$ cat config.mk
export PLATFORM = sky130hd
export DESIGN_NAME = latency_reorder_buffer
export DESIGN_NICKNAME = d
export VERILOG_FILES = /design/src/rtl/ase_reorder_pkg.sv /design/src/rtl/reorder_slot_ram.sv /design/src/rtl/latency_reorder_buffer.sv
export SDC_FILE = /design/constraint.sdc
export NUM_CORES = 1
export LEC_CHECK = 0
export BUFFER_PORTS_ARGS = -buffer_cell sky130_fd_sc_hd__buf_4
export CAP_MARGIN = 20
export CORE_ASPECT_RATIO = 0.7
export CORE_MARGIN = 2
export CORE_UTILIZATION = 51
export CTS_CLUSTER_DIAMETER = 50
export CTS_CLUSTER_SIZE = 8
export DETAILED_ROUTE_END_ITERATION = 8
export PLACE_DENSITY = 0.75
export SYNTH_ARGS = -nofsm -noshare
export SYNTH_HDL_FRONTEND = slang
export SYNTH_HIERARCHICAL = 1
export SYNTH_SLANG_ARGS = --single-unit
$ cat constraint.sdc
create_clock -name clk -period 11.85 [get_ports clk]
set_input_delay 1.185 -clock clk [delete_from_list [all_inputs] [get_ports clk]]
set_output_delay 1.185 -clock clk [all_outputs]
set_load 0.005 [all_outputs]
$ cat src/rtl/ase_reorder_pkg.sv
// Shared definitions for the latency reorder buffer: tag width derivation,
// default payload widths and the {meta, data} slot record.
package ase_reorder_pkg;

  localparam int unsigned DEF_NUM_TRANSACTIONS = 4;
  localparam int unsigned DEF_HDR_WIDTH        = 72;
  localparam int unsigned DEF_DATA_WIDTH       = 72;

  // Tag width for a slot count; a single-slot buffer still needs one tag bit.
  function automatic int unsigned tag_width(input int unsigned num_slots);
    return (num_slots < 2) ? 1 : $clog2(num_slots);
  endfunction

  // One stored response at the default widths.
  typedef struct packed {
    logic [DEF_HDR_WIDTH-1:0]  meta;
    logic [DEF_DATA_WIDTH-1:0] data;
  } reorder_slot_t;

endpackage

$ cat src/rtl/reorder_slot_ram.sv
// Slot storage for the reorder buffer: simple dual-port memory written by
// response tag and read asynchronously at the head pointer. Not reset.
// Ports:
//   clk      - clock
//   wr_en    - store wr_data at wr_addr on this edge
//   wr_addr  - slot index (response tag)
//   wr_data  - {meta, data} record
//   rd_addr  - slot index to read (head pointer)
//   rd_data  - contents of rd_addr, combinational
module reorder_slot_ram #(
  parameter int unsigned DEPTH      = 4,
  parameter int unsigned WIDTH      = 144,
  parameter int unsigned ADDR_WIDTH = 2
) (
  input  logic                  clk,
  input  logic                  wr_en,
  input  logic [ADDR_WIDTH-1:0] wr_addr,
  input  logic [WIDTH-1:0]      wr_data,
  input  logic [ADDR_WIDTH-1:0] rd_addr,
  output logic [WIDTH-1:0]      rd_data
);

  logic [WIDTH-1:0] mem [DEPTH];

  // Write port.
  always_ff @(posedge clk) begin
    if (wr_en) begin
      mem[wr_addr] <= wr_data;
    end
  end

  // Asynchronous read port.
  assign rd_data = mem[rd_addr];

endmodule

$ cat src/rtl/latency_reorder_buffer.sv
// Latency reorder buffer: grants tags in issue order, accepts responses by
// tag in any order and releases {meta, data} strictly in allocation order
// through a pop-style read interface.
// Optional feature macro: LATENCY_REORDER_CHECK_EN rejects stray and
// duplicate responses (rsp_err pulse plus simulation $error); without it
// every response is stored and rsp_err is tied low.
// Ports:
//   clk, rst                - clock, synchronous active-high reset
//   alloc_valid / alloc_tag - allocate request / tag granted (tail pointer)
//   rsp_valid, rsp_tag,
//   rsp_meta, rsp_data      - response by tag
//   meta_out, data_out,
//   valid_out, read_en      - head slot contents, head filled, pop head
//   empty, full             - outstanding allocation status
//   overflow, underflow     - sticky misuse flags
//   rsp_err                 - one-cycle pulse for a rejected response
module latency_reorder_buffer
  import ase_reorder_pkg::*;
#(
  parameter  int unsigned NUM_TRANSACTIONS = DEF_NUM_TRANSACTIONS,
  parameter  int unsigned HDR_WIDTH        = DEF_HDR_WIDTH,
  parameter  int unsigned DATA_WIDTH       = DEF_DATA_WIDTH,
  localparam int unsigned TAG_WIDTH        = tag_width(NUM_TRANSACTIONS)
) (
  input  logic                  clk,
  input  logic                  rst,
  input  logic                  alloc_valid,
  output logic [TAG_WIDTH-1:0]  alloc_tag,
  input  logic                  rsp_valid,
  input  logic [TAG_WIDTH-1:0]  rsp_tag,
  input  logic [HDR_WIDTH-1:0]  rsp_meta,
  input  logic [DATA_WIDTH-1:0] rsp_data,
  output logic [HDR_WIDTH-1:0]  meta_out,
  output logic [DATA_WIDTH-1:0] data_out,
  output logic                  valid_out,
  input  logic                  read_en,
  output logic                  empty,
  output logic                  full,
  output logic                  overflow,
  output logic                  underflow,
  output logic                  rsp_err
);

  localparam int unsigned SLOT_WIDTH  = HDR_WIDTH + DATA_WIDTH;
  localparam int unsigned COUNT_WIDTH = TAG_WIDTH + 1;

  logic [NUM_TRANSACTIONS-1:0] alloc_q, alloc_d;
  logic [NUM_TRANSACTIONS-1:0] filled_q, filled_d;
  logic [TAG_WIDTH-1:0]        head_q, tail_q;
  logic [COUNT_WIDTH-1:0]      count_q, count_d;
  logic                        alloc_fire, pop_fire, rsp_ok;
  logic [SLOT_WIDTH-1:0]       head_word;

  // Status decoded from registers only.
  assign full      = (count_q == COUNT_WIDTH'(NUM_TRANSACTIONS));
  assign empty     = (count_q == '0);
  assign valid_out = filled_q[head_q];
  assign alloc_tag = tail_q;

  assign alloc_fire = alloc_valid && !full;
  assign pop_fire   = read_en && valid_out;

`ifdef LATENCY_REORDER_CHECK_EN
  // Only an allocated, not yet answered tag may take a response.
  assign rsp_ok = rsp_valid && alloc_q[rsp_tag] && !filled_q[rsp_tag];

  // Rejection pulse, visible the cycle after the offending response.
  always_ff @(posedge clk) begin
    if (rst) begin
      rsp_err <= 1'b0;
    end else begin
      rsp_err <= rsp_valid && !rsp_ok;
      if (rsp_valid && !rsp_ok) begin
        $error("latency_reorder_buffer: rejected response for tag %0d", rsp_tag);
      end
    end
  end
`else
  assign rsp_ok  = rsp_valid;
  assign rsp_err = 1'b0;
`endif

  // Next slot bits and occupancy. Pop is applied last so a popped slot is
  // always left fully cleared.
  always_comb begin
    alloc_d  = alloc_q;
    filled_d = filled_q;
    count_d  = count_q;
    if (rsp_ok) begin
      filled_d[rsp_tag] = 1'b1;
    end
    if (alloc_fire) begin
      alloc_d[tail_q] = 1'b1;
    end
    if (pop_fire) begin
      alloc_d[head_q]  = 1'b0;
      filled_d[head_q] = 1'b0;
    end
    case ({alloc_fire, pop_fire})
      2'b10:   count_d = count_q + COUNT_WIDTH'(1);
      2'b01:   count_d = count_q - COUNT_WIDTH'(1);
      default: count_d = count_q;
    endcase
  end

  // Control registers; pointers wrap naturally at the power-of-two depth.
  always_ff @(posedge clk) begin
    if (rst) begin
      alloc_q   <= '0;
      filled_q  <= '0;
      head_q    <= '0;
      tail_q    <= '0;
      count_q   <= '0;
      overflow  <= 1'b0;
      underflow <= 1'b0;
    end else begin
      alloc_q   <= alloc_d;
      filled_q  <= filled_d;
      count_q   <= count_d;
      if (alloc_fire) begin
        tail_q <= tail_q + TAG_WIDTH'(1);
      end
      if (pop_fire) begin
        head_q <= head_q + TAG_WIDTH'(1);
      end
      overflow  <= overflow  | (alloc_valid && full);
      underflow <= underflow | (read_en && !valid_out);
    end
  end

  reorder_slot_ram #(
    .DEPTH      (NUM_TRANSACTIONS),
    .WIDTH      (SLOT_WIDTH),
    .ADDR_WIDTH (TAG_WIDTH)
  ) u_slot_ram (
    .clk     (clk),
    .wr_en   (rsp_ok),
    .wr_addr (rsp_tag),
    .wr_data ({rsp_meta, rsp_data}),
    .rd_addr (head_q),
    .rd_data (head_word)
  );

  assign {meta_out, data_out} = head_word;

endmodule

==> flow_metrics.tcl <==
set metrics [dict create \
    outcome "complete, no violations" \
    grt.total_usage_pct 19.6 \
    post_cts_resize_count 0 \
    most_used_cells_in_the_layout_excluding_fill_and_tap_cells "sky130_fd_sc_hd__edfxtp_1 (576), sky130_fd_sc_hd__buf_4 (315), sky130_fd_sc_hd__mux4_2 (145), sky130_fd_sc_hd__clkbuf_16 (84), sky130_fd_sc_hd__clkbuf_1 (13)" \
    final_nets 1356 \
    final.setup_skew_ps 4.97 \
    via_count 9861 \
    synth.mux.area_fraction_pct 15.4 \
    finalCriticalPeriod_ps 4310 \
    netlist-cell-type-count 34 \
    route.detailed.drc 0 \
    hold_viol 0 \
    peakVddDrop_uv 135 \
    placedInstanceArea_um2 24300 \
    ys_seq_elements 589 \
    worst_r2r_startpoint "head_q[1]" \
    cts.htree.levels 3 \
    hold-path-cell-count 2 \
    yosys_most_used_dff "sky130_fd_sc_hd__edfxtp_1" \
    fp.dieW_um 249 \
    detail_route.wl_per_cell_um 23.8 \
    fin_area_um2 26700 \
    synth_edf_count 576 \
    ant_nets 0 \
    worst-slew-pin-transition_ps 974 \
    post_route_cells_drive_above_1_share_pct 46.3 \
    cts_max_path_buffers 3 \
    worst_setup_path_startpoint "head_q[0]" \
    min-delay-start "underflow" \
    timing.critical_path.from_type "register" \
    synth_simple_gate_area_share_pct 0.629 \
    report.final.slew_viol_count 0 \
    path_max_fanout 30 \
    synth_top_family_by_area "multiplexers" \
    post_syn_area_per_cell_um2 25.8 \
    setup_ws_ps 7540 \
    synth-async-reset-ratio_pct 0 \
    tritoncts "yes" \
    ctsHoldBuffers 0 \
    netlist_area_before_placement_um2 21500 \
    cp.required_ps 10670 \
    antenna_violations_before_repair 3 \
    critical_path_arrival_ps 3130 \
    synth_compound_area_share_pct 0.495 \
    dr.first_iter.drc_count 741 \
    globalplace.congestion 0.755 \
    synth_sequential_area_ratio_pct 81.7 \
    core_area_um2 41300 \
    fmax_mhz 232 \
    yosys_warnings 6 \
    routed_wl_um 42100 \
    grt_pass1_wl_um 64500 \
    clk_pin_slew_worst_paths_ps 50 \
    fp.dieArea_um2 43800 \
    rows 62 \
    vias_in_the_first_global_route 10700 \
    synth-xor-area-share_pct 0.0815 \
    setup_tns_ps 0 \
    grt_start_max_net_pins 65 \
    setup.worst_path.class "register to primary output" \
    hold_class "register to register" \
    area_growth_pct 24.1 \
    final_core_utilization_pct 64.6 \
    drt_pre_antenna_iters 5 \
    power.static_leakage_nw 8.96 \
    pre_cts_slack_ps 7570 \
    timing.reg2reg.worst_path_depth 9 \
    worst_slew_margin_rel_pct 35.1 \
    finalSetupViolCount 0 \
    cellPowerDensity_nw_per_um2 179 \
    grt_setup_unrepaired "no" \
    worst_case_hold_path_end_point "underflow" \
    synth-adder-area-share_pct 0.384 \
    clock_sink_count 589 \
    worst_skew_pair.late_latency_ps 580 \
    r2r_setup_slack_ps 8450 \
    clockRootBuffer "sky130_fd_sc_hd__clkbuf_16" \
    viasPerCell 5.58 \
    synth.net_count 989 \
    critical_path.reg2reg.endpoint "count_q[2]" \
    max-cap-violations 0 \
    chipHeight_um 176 \
    period_share_pct 36.4 \
    netlist_instances 832 \
    io_buffer_count 301 \
    globalRoute.totalOverflow 0 \
    endpoint_kind "primary output" \
    most_frequent_standard_cell_in_the_layout_excluding_fill_and_tap_cells "sky130_fd_sc_hd__edfxtp_1" \
    fillerInstances 2690 \
    cts_buffers 84 \
    postCtsSetupRepairBufs 0 \
    initial_utilization_pct 52.0 \
    i_o_pins 303 \
    detailedPlacementHpwl_um 25000 \
]
cell families after synthesis:
logic type / Yosys count
AOI/OAI and AO/OA: 16
DFF: 589
adders and majority gates: 6
other: 1
muxes: 150
xor gates and xnor gates: 2
and+or+nand+nor: 23
buffers and inverters: 45
final cells by class:
class | count | area (µm²) | area share (%)
diodes | 4 | 10.0 | 0.0375
clock buffers | 97 | 2150 | 8.07
inverters | 10 | 37.5 | 0.141
multi-input cells | 198 | 3690 | 13.8
clock inverters | 8 | 153 | 0.572
well taps | 544 | 681 | 2.55
repair buffers | 316 | 2380 | 8.94
flip-flops and latches | 589 | 17600 | 65.9
per-stage QoR:
stage               cells  total power, mW  hold slack, ps
floorplan             832             2.58             448
global placement     1656             2.72             439
detailed placement   1656             2.73             449
CTS                  1761             4.84             459
global route         1765             4.95             492
finish               1766             4.78             460
cell usage after synthesis, types with 3 or more instances:
cell type                    n  area share (%)
sky130_fd_sc_hd__a31oi_1     4            0.12
sky130_fd_sc_hd__inv_1      10            0.17
sky130_fd_sc_hd__dfxtp_1    13             1.2
sky130_fd_sc_hd__edfxtp_1  576              81
sky130_fd_sc_hd__a211oi_1    4            0.14
sky130_fd_sc_hd__buf_1       3           0.052
sky130_fd_sc_hd__clkbuf_1    6            0.10
sky130_fd_sc_hd__buf_2      16            0.37
sky130_fd_sc_hd__nor2_1      7            0.12
sky130_fd_sc_hd__mux4_2    145              15
sky130_fd_sc_hd__a21oi_1     4           0.093
sky130_fd_sc_hd__nand2b_1    3           0.087
sky130_fd_sc_hd__ha_1        5            0.29
sky130_fd_sc_hd__mux2i_1     3            0.14
sky130_fd_sc_hd__buf_6       9            0.47
report_power, final:
| group | total [mW] | switching (mW) | internal [mW] |
|---|---|---|---|
| Combinational | 0.255 | 0.118 | 0.137 |
| Sequential | 2.43 | 0.0276 | 2.40 |
| Clock | 2.09 | 0.800 | 1.29 |
worst max-delay path by stage:
| stage | end | slack [ps] | cells past startpoint |
|---|---|---|---|
| 6_report | data_out[4] | 7540 | 4 |
| 2_1_floorplan | u_slot_ram/mem[0][0] | 4550 | 1 |
| 5_1_grt | data_out[42] | 7230 | 4 |
| 4_1_cts | data_out[39] | 6900 | 4 |
| 3_5_place_dp | data_out[24] | 7570 | 4 |
| 3_3_place_gp | data_out[7] | 7570 | 4 |
worst max-delay path: stages (launching register included):
cell	delay, ps
sky130_fd_sc_hd__dfxtp_4	600
sky130_fd_sc_hd__buf_4	540
sky130_fd_sc_hd__buf_4	600
sky130_fd_sc_hd__mux4_2	600
sky130_fd_sc_hd__buf_4	150
state kept, by name, indices dropped and copies added, names as in the netlist:
signal          count
overflow            1
underflow           1
count_q             3
head_q              2
filled_q            4
alloc_tag           2
u_slot_ram/mem    576
routing by layer:
metal	vias to the layer above	track usage [%]	wire, µm
li1	4294	-	-
met1	5175	25.7	17200
met2	331	31.0	20600
met3	61	6.98	3360
met4	0	6.70	922
met5	-	0	0
Note: power is estimated with default switching activity, not from simulation.
